--- src/rtl/ww_pipe_pkg.sv ---
// Shared types and widths for the WideWord pipeline stage registers.
package ww_pipe_pkg;

  localparam int WW_DATA_W      = 128;
  localparam int WW_INSTR_W     = 32;
  localparam int WW_CTRL_W      = 64;
  localparam int WW_CTRL_USED_W = 54;

  typedef struct packed {
    logic [WW_CTRL_W-WW_CTRL_USED_W-1:0] pad;
    logic [4:0]  aluop;
    logic [1:0]  ww;
    logic        mem_en;
    logic        mem_wr_en;
    logic [20:0] mem_addr;
    logic [15:0] wbyteen;
    logic        regwren;
    logic [4:0]  rwraddr;
    logic        reginmuxop;
    logic        aluinmuxop;
  } ww_ctrl_t;

  typedef enum logic [1:0] {
    ST_EMPTY = 2'd0,
    ST_FULL  = 2'd1,
    ST_SKID  = 2'd2
  } pipe_state_e;

endpackage

--- src/rtl/ww_skid_slot.sv ---
// One-entry payload+valid holding register with load and clear; clear wins over load.
module ww_skid_slot #(
  parameter int W = 8
) (
  input  logic         clk,
  input  logic         reset,
  input  logic         load,
  input  logic         clear,
  input  logic [W-1:0] d,
  output logic [W-1:0] q,
  output logic         valid
);

  logic [W-1:0] pay_q, pay_d;
  logic         valid_q, valid_d;

  always_comb begin
    pay_d   = pay_q;
    valid_d = valid_q;
    if (clear) begin
      valid_d = 1'b0;
    end else if (load) begin
      pay_d   = d;
      valid_d = 1'b1;
    end
  end

  always_ff @(posedge clk) begin
    if (reset) begin
      pay_q   <= '0;
      valid_q <= 1'b0;
    end else begin
      pay_q   <= pay_d;
      valid_q <= valid_d;
    end
  end

  assign q     = pay_q;
  assign valid = valid_q;

endmodule

--- src/rtl/ww_pipe_stage.sv ---
// Flow-controlled pipeline stage register with flush and saturating stall counter.
// Optional skid slot (registered in_ready) enabled by PIPE_STAGE_SKID_EN.
//
// state    | meaning
// EMPTY    | no valid entry held
// FULL     | main register holds a valid entry
// SKID     | main and skid slot both hold entries (skid build only)
module ww_pipe_stage
  import ww_pipe_pkg::*;
#(
  parameter int CTRL_W  = WW_CTRL_W,
  parameter int DATA_W  = WW_DATA_W,
  parameter int INSTR_W = WW_INSTR_W,
  parameter int CNT_W   = 16
) (
  input  logic               clk,
  input  logic               reset,
  input  logic               flush,
  input  logic               in_valid,
  output logic               in_ready,
  input  logic [CTRL_W-1:0]  in_ctrl,
  input  logic [DATA_W-1:0]  in_data,
  input  logic [INSTR_W-1:0] in_instr,
  output logic               out_valid,
  input  logic               out_ready,
  output logic [CTRL_W-1:0]  out_ctrl,
  output logic [DATA_W-1:0]  out_data,
  output logic [INSTR_W-1:0] out_instr,
  output logic [CNT_W-1:0]   stall_cnt
);

  localparam int PAY_W = CTRL_W + DATA_W + INSTR_W;

  pipe_state_e      state_q, state_d;
  logic [PAY_W-1:0] main_q, main_d;
  logic [PAY_W-1:0] in_pay;
  logic [CNT_W-1:0] stall_cnt_q, stall_cnt_d;
  logic             in_xfer, out_xfer;

  assign in_pay    = {in_ctrl, in_data, in_instr};
  assign out_valid = (state_q != ST_EMPTY);
  assign in_xfer   = in_valid && in_ready;
  assign out_xfer  = out_valid && out_ready;
  assign {out_ctrl, out_data, out_instr} = main_q;
  assign stall_cnt = stall_cnt_q;

`ifdef PIPE_STAGE_SKID_EN
  logic [PAY_W-1:0] skid_pay;
  logic             skid_valid, skid_load, skid_clear;

  ww_skid_slot #(.W(PAY_W)) u_skid (
    .clk   (clk),
    .reset (reset),
    .load  (skid_load),
    .clear (skid_clear),
    .d     (in_pay),
    .q     (skid_pay),
    .valid (skid_valid)
  );

  assign in_ready = !skid_valid;
`else
  assign in_ready = !out_valid || out_ready;
`endif

  always_comb begin
    state_d = state_q;
    main_d  = main_q;
`ifdef PIPE_STAGE_SKID_EN
    skid_load  = 1'b0;
    skid_clear = flush;
`endif
    // Flush drops everything, including an input accepted this cycle.
    if (flush) begin
      state_d = ST_EMPTY;
    end else begin
      case (state_q)
        ST_EMPTY: begin
          if (in_xfer) begin
            main_d  = in_pay;
            state_d = ST_FULL;
          end
        end
        ST_FULL: begin
`ifdef PIPE_STAGE_SKID_EN
          if (in_xfer && out_ready) begin
            main_d = in_pay;
          end else if (in_xfer) begin
            skid_load = 1'b1;
            state_d   = ST_SKID;
          end else if (out_xfer) begin
            state_d = ST_EMPTY;
          end
`else
          if (in_xfer) begin
            main_d = in_pay;
          end else if (out_xfer) begin
            state_d = ST_EMPTY;
          end
`endif
        end
`ifdef PIPE_STAGE_SKID_EN
        ST_SKID: begin
          if (out_xfer) begin
            main_d     = skid_pay;
            skid_clear = 1'b1;
            state_d    = ST_FULL;
          end
        end
`endif
        default: state_d = ST_EMPTY;
      endcase
    end
  end

  always_comb begin
    stall_cnt_d = stall_cnt_q;
    if (out_valid && !out_ready && (stall_cnt_q != {CNT_W{1'b1}}))
      stall_cnt_d = stall_cnt_q + CNT_W'(1);
  end

  always_ff @(posedge clk) begin
    if (reset) begin
      state_q     <= ST_EMPTY;
      main_q      <= '0;
      stall_cnt_q <= '0;
    end else begin
      state_q     <= state_d;
      main_q      <= main_d;
      stall_cnt_q <= stall_cnt_d;
    end
  end

endmodule

--- config.mk ---
export PLATFORM = sky130hd
export DESIGN_NAME = ww_pipe_stage
export DESIGN_NICKNAME = d
export VERILOG_FILES = /design/src/rtl/ww_pipe_pkg.sv /design/src/rtl/ww_skid_slot.sv /design/src/rtl/ww_pipe_stage.sv
export SDC_FILE = /design/constraint.sdc
export NUM_CORES = 1
export LEC_CHECK = 0
export CAP_MARGIN = 25
export CORE_AREA = 4 4 182 184
export DETAILED_ROUTE_END_ITERATION = 10
export DIE_AREA = 0 0 186 188
export PLACE_DENSITY = 0.68
export RECOVER_POWER = 25
export SYNTH_ARGS = -nofsm -noshare
export SYNTH_HDL_FRONTEND = slang
export SYNTH_SLANG_ARGS = --single-unit
--- constraint.sdc ---
create_clock -name clk -period 2.1 [get_ports clk]
set_input_delay 0.21 -clock clk [delete_from_list [all_inputs] [get_ports clk]]
set_output_delay 0.21 -clock clk [all_outputs]
set_load 0.05 [all_outputs]
==> results.yml, run 1 <==
worst_setup_path:
  crit_arrival_ns: 1.82
  cp-end-kind: "output port"
  crit_buf_inv: 1
  cp_cell_sequence: "clkdlybuf4s50_1"
  cp_slowest_cell: "clkdlybuf4s50_1"
  cp_top_family: "buffers and inverters"
  r2r_slack_ns: 0.17
  critPathMaxStageDelay_ns: 0.86
  cp_data_required_time_ns: 1.89
  critPathLaunchType: "register"
  path_class: "reg2out"
  cp_max_fo: 6
detailed_routing:
  num_vias: 8929
  routedWlPerCell_um: 16.14
  ant_nets: 0
  drt_iter0_drc: 346
  routed_wirelength_um: 31660
  drt_pass1_iterations: 4
  avgViaCountPerCell: 4.551
  drcViolationCount: 0
global_routing:
  grtUsageMet1_pct: 18.81
  grt_pass1_wl_um: 47580
  grt_pass1_vias: 8775
  grtUsageTotal_pct: 16.71
  grtUsageMet2_pct: 30.03
  grt_remaining_overflow: 0
  grt_busiest_layer: "met2"
  grt_antenna_before_repair: 0
  grt_max_degree: 86
  gr-usage-met3_pct: 5.179
yosys:
  synth-seq-cells: 241
  yosysTopAreaCell: "dfxtp_1"
  synth-warning-count: 0
  syn_nets: 1300
  syn_area_sq_um: 8528
  yosys.area.top_type_share_pct: 56.57
  postSynthCellCount: 1070
  synthDistinctLibCells: 35
  ys_seq_area_share_pct: 56.57
  syn_area_per_cell_sq_um: 7.970
  ys_top_cells_by_area: "dfxtp_1 (57%), nand2_1 (20%), a21oi_1 (14%)"
run:
  drv_cap: 0
clock_tree:
  post_cts_buffers: 0
  clockRootBuffer: "clkbuf_16"
  clock_sinks: 241
  cts_tree: "built"
  clock_path_buffers: 3
  cts_made_buffers: 28
  htree_levels: 1
  cts.clk_slew.worst_paths_ns: 0.06
  clk_latency_ns: 0.53
finish:
  final_cells: 1962
  drive_above_1_share_pct: 5.962
  syn2layout_area_growth_pct: 73.02
  antenna_cells: 0
  stdcell_area_sq_um: 14760
  nets: 1770
sta:
  slew_headroom_pct: 60.15
  layout_worst_path_cycle_share_pct: 96.69
  fin_crit_ns: 2.030
  worst_pin_slew_ns: 0.5959
  timing.fmax_mhz: 492.5
  rsz0062_at_grt: "no"
  slew_viol_final: 0
  finalSetupTns_ns: 0
  finalClockSkew_ns: 0.005754
  finalSetupViolCount: 0
  hold_viol: 0
place:
  postPlaceCellArea_sq_um: 13930
  gpl.final_weighted_congestion: 0.7836
  place_hpwl_um: 23090
  io_buffers: 470
  placed_cells: 1911
floorplanning:
  num_rows: 65
  core_sq_um: 31390
  start_util_pct: 27.17
  die_y_um: 188
  dieArea_sq_um: 34970
  chipWidth_um: 186
  num_io_pins: 471
power_and_ir_drop:
  switchingPower_uw: 3286
  intPower_uw: 8419
  power_frac_seq_pct: 41.7
  swShare_pct: 28.08
  p_clk_share_pct: 40.0
  ir_worst_vdd_v: 0.0005749
  p_comb_share_pct: 18.3
  powerDensity_nw_per_um2: 793.3
  cellLeakagePower_uw: 0.005396
outcome:
  status: "finished, final reports clean"
worst_hold_path:
  hp-class: "in2reg"
[synthesized netlist by cell type (all sizes together)]
cell,instances
nand2,455
dfxtp,241
a21oi,234
buf,47
clkbuf,32
nor2,7
o21ai,6
or3,6
nand4,5
nand3,4
o31ai,4
or4,4
and4,3
xor2,3
inv,2
mux2i,2
nor4,2
and2b,1
and3,1
and4b,1
ha,1
mux2,1
nand3b,1
nor2b,1
nor3,1
nor3b,1
nor4b,1
o2111ai,1
o311ai,1
o41ai,1
[logic make-up after synthesis]
group / synth area share (%)
adders and majority gates: 0.1467
muxes: 0.4108
xor gates and xnor gates: 0.3082
buffers and inverters: 4.299
AOI/OAI and AO/OA: 14.96
DFF: 56.57
and+or+nand+nor: 23.30
[sequential cells by signal, summed over array words and instances (netlist names)]
register   cells
state_q        1
stall_cnt     16
main_q       224
[layout make-up]
type	instances	area, sq um
Clock buffer	38	789.5
Sequential cell	241	4825
Inverter	2	7.507
Timing Repair Buffer	519	5194
Fill cell	2980	16640
Multi-Input combinational cell	748	3342
Tap cell	402	503.0
Clock inverter	12	95.09
[per-layer routing]
metal	part of all wire, %	routed length (um)
met2	50	15790
met5	0	0
met3	9.4	2962
met1	38	12090
met4	2.6	809
[per-stage QoR]
stage	total power (uW)	setup WS, ns	hold slack (ns)	utilization, %
finish	11710	0.06957	0.2152	47.00
global route	12210	0.01559	0.1859	47.00
CTS	11900	0.009961	0.1779	47.19
detailed placement	7141	0.08032	0.4453	44.37
global placement	7125	0.09701	0.4406	44.37
floorplan	6081	0.04338	0.2893	-
[path summary, 6_finish.rpt]
| check | from | endpoint | depth (start not counted) |
|---|---|---|---|
| max | stall_cnt[12] | stall_cnt[12] | 1 |
| min | in_data[54] | main_q[86] | 3 |
| max reg2reg | state_q[0] | main_q[56] | 6 |
| min reg2reg | main_q[137] | main_q[137] | 2 |
[repair_timing]
action / CTS / global route
gates resized for setup: 7 / 2
hold endpoints to repair: 18 / 0
hold buffers: 1 / 0
setup endpoints to repair: 7 / 2
pin swaps: 0 / 0
[power by group through the flow]
stage | Clock, uW | Sequential (uW) | Combinational [uW]
after floorplan | 0 | 5660 | 417
after global placement | 0 | 4970 | 2150
after detailed placement | 0 | 4980 | 2160
after CTS | 4840 | 4880 | 2170
after global routing | 5040 | 4900 | 2260
final | 4680 | 4880 | 2140
[placed cells by master, fill, tap and decap left out, drive strengths merged]
cell type,instances
ha,1
a21oi,234
clkdlybuf4s50,459
inv,4
nor3b,1
nor2b,1
and4b,1
mux2i,2
o2111ai,1
xor2,3
dfxtp,241
o41ai,1
nand2,455
nor4,2
clkinvlp,1
nor3,1
mux2,1
or3,6
and3,1
o21ai,6
and4,3
clkinv,8
nand3,4
nand4,5
o31ai,4
dlygate4sd3,1
o311ai,1
bufinv,1
nand3b,1
nor4b,1
nor2,7
and2b,1
or4,4
dlymetal6s2s,2
dlygate4sd2,7
clkbuf,51
buf,37
Note: power is estimated with default switching activity, not from simulation.
==> run 2: changes to the inputs <==
--- a/config.mk
+++ b/config.mk
@@ -13,4 +13,5 @@
 export RECOVER_POWER = 25
 export SYNTH_ARGS = -nofsm -noshare
 export SYNTH_HDL_FRONTEND = slang
+export SYNTH_HIERARCHICAL = 1
 export SYNTH_SLANG_ARGS = --single-unit
==> results of run 2 <==
Same layout as run 1: the final DEF is identical, and so are final timing and power.
Among the figures that moved: Yosys warning count 0 -> 6
==> edit: new RTL, config.mk and constraints of run 2 <==
Set the package constant `WW_INSTR_W` to 48 (it was 32).
--- a/src/rtl/ww_pipe_pkg.sv
+++ b/src/rtl/ww_pipe_pkg.sv
@@ -3,5 +3,5 @@
 
   localparam int WW_DATA_W      = 128;
-  localparam int WW_INSTR_W     = 32;
+  localparam int WW_INSTR_W     = 48;
   localparam int WW_CTRL_W      = 64;
   localparam int WW_CTRL_USED_W = 54;
Interface: changed (resized in_instr and out_instr); port bits go from 471 to 503. No check against the original RTL was run, so the function may have changed too.
==> edit against run 2 <==
- non-clock buffer count rose by 17
- clock power rose by 12%
- cell area rose by 5.8%
- setup slack better by 0.96 ps
- wire length increased by 6.7%
- power is 8.8% higher
- synthesized area increased by 7.0%
- sequential share of layout area up 0.26 points
- maximum frequency barely moved
- combinational power rose by 6%
- sequential power is 6.6% higher
- sequential cell count grew 16
- critical endpoint is now stall_cnt[3]
- largest cell class unchanged
==> edit: results (changes against run 2) <==
.. list-table::
   :header-rows: 1

   * - Metric
     - Value
   * - Initial antenna violation count
     - 2 (+2)
   * - Met1 routed wirelength after detailed routing
     - 13.4 mm (+11%)
   * - Leakage dissipation
     - 5.63 nW (+4.3%)
   * - Sum of net half-perimeters after detailed placement
     - 24.8 mm (+7.5%)
   * - Gp weighted congestion
     - 0.869 (+11%)
   * - Transition time of the tightest slew-check pin
     - 644 ps (+48.4 ps)
   * - Synth Area in Adders
     - 0.00137 (-0.0000958)
   * - Top cell types by occurrence after synthesis
     - sky130_fd_sc_hd__nand2_1 (490), sky130_fd_sc_hd__dfxtp_1 (257), sky130_fd_sc_hd__a21oi_1 (250), sky130_fd_sc_hd__buf_2 (44), sky130_fd_sc_hd__clkbuf_1 (35)
   * - Worst Min Path Start
     - reset
   * - Global routing met3 resource utilization
     - 0.0469 (-0.00485)
   * - Endpoint of the worst hold-timing path
     - stall_cnt[7]
   * - Hold Path Depth
     - 2 (-1)
   * - Net count of the mapped netlist
     - 1394 (+7.2%)
   * - Number of buffers inserted by port buffering
     - 502 (+6.8%)
   * - Share of post-route cells with drive strength above 1
     - 0.0489 (-0.0107)
   * - Post-synthesis instance total
     - 1148 (+7.3%)
   * - Worst-case vdd ir drop
     - 0.604 mV (+5.1%)
   * - Number of placed instances, taps included
     - 2005 (+4.9%)
   * - Fraction of the mapped netlist area in compound gates
     - 0.149 (-0.000855)
   * - Worst-case setup slack after placement
     - 102 ps (+21.4 ps)
   * - Destination of the worst register-to-register timing path
     - main_q[147]
   * - Maximum number of pins on one net before global-route repair
     - 99 (+15%)
   * - Register-to-Register Path Depth
     - 7 (+1)
   * - Proportion of synthesized chip area in sequential cells
     - 0.564 (-0.00182)
   * - Metal2 WL
     - 16.8 mm (+6.6%)
   * - Clock network power share
     - 0.413 (+0.013)
   * - Detailed Route Iter0 Violations
     - 449 (+30%)
   * - Worst Hold Margin
     - 96.1 ps (-119 ps)
   * - Fraction of synthesized area in multiplexers
     - 0.00453 (+0.000418)
   * - Dominant cells by area after synthesis
     - sky130_fd_sc_hd__dfxtp_1 (56%), sky130_fd_sc_hd__nand2_1 (20%), sky130_fd_sc_hd__a21oi_1 (14%), sky130_fd_sc_hd__buf_2 (2.4%), sky130_fd_sc_hd__clkbuf_1 (1.4%)
   * - Wirelength, routed
     - 33.8 mm (+6.7%)
   * - Clock skew
     - 6.17 ps (+0.414 ps)
   * - Result of the run
     - completed
   * - Met3 wire length
     - 2.62 mm (-12%)
   * - Max FFs per register
     - 240 (+7.1%)
   * - Met2 layer usage reported by global route
     - 0.312 (+0.0121)
   * - Global routing usage on met1
     - 0.211 (+0.0226)
   * - Reg power frac
     - 0.409 (-0.008)
   * - Placed standard-cell area
     - 0.0147 mm² (+5.7%)
   * - Detailed-route vias per instance
     - 4.59 (+0.79%)
   * - First-pass GRT wire length
     - 50.5 mm (+6.2%)
   * - Via count
     - 9449 (+5.8%)
## edit: what timing repair did
action | in CTS | in global routing
cloned | 0 | 0
setup endpoints to repair | 5 | 6
gates resized for setup | 5 | 6
## edit: how the worst max path moves through the flow
stage	startpoint	endpoint	depth (start not counted)	slack, ps
5_1_grt	stall_cnt[3]	stall_cnt[3]	1	10
3_5_place_dp	out_ready	main_q[74]	8	100
3_3_place_gp	out_ready	stall_cnt[14]	5	150
2_1_floorplan	state_q[0]	main_q[208]	8	10
4_1_cts	stall_cnt[8]	stall_cnt[8]	1	20
6_report	stall_cnt[3]	stall_cnt[3]	1	70
## edit: worst register-to-register path: cells and delay by family, from the launching register on
family | cells | cell delay (ps)
compound gates | 1 | 160
buf+inv | 3 | 820
flops | 1 | 320
simple gates | 3 | 500
## edit: cell type report
cell class,count,area (µm²)
sequential,257,5140
fill,2999,15800
timing repair buffer,536,5350
antenna,2,5.00
inverter,4,15.0
tap,402,503
clock buffer,45,856
multi-input combinational,806,3590
clock inverter,8,144
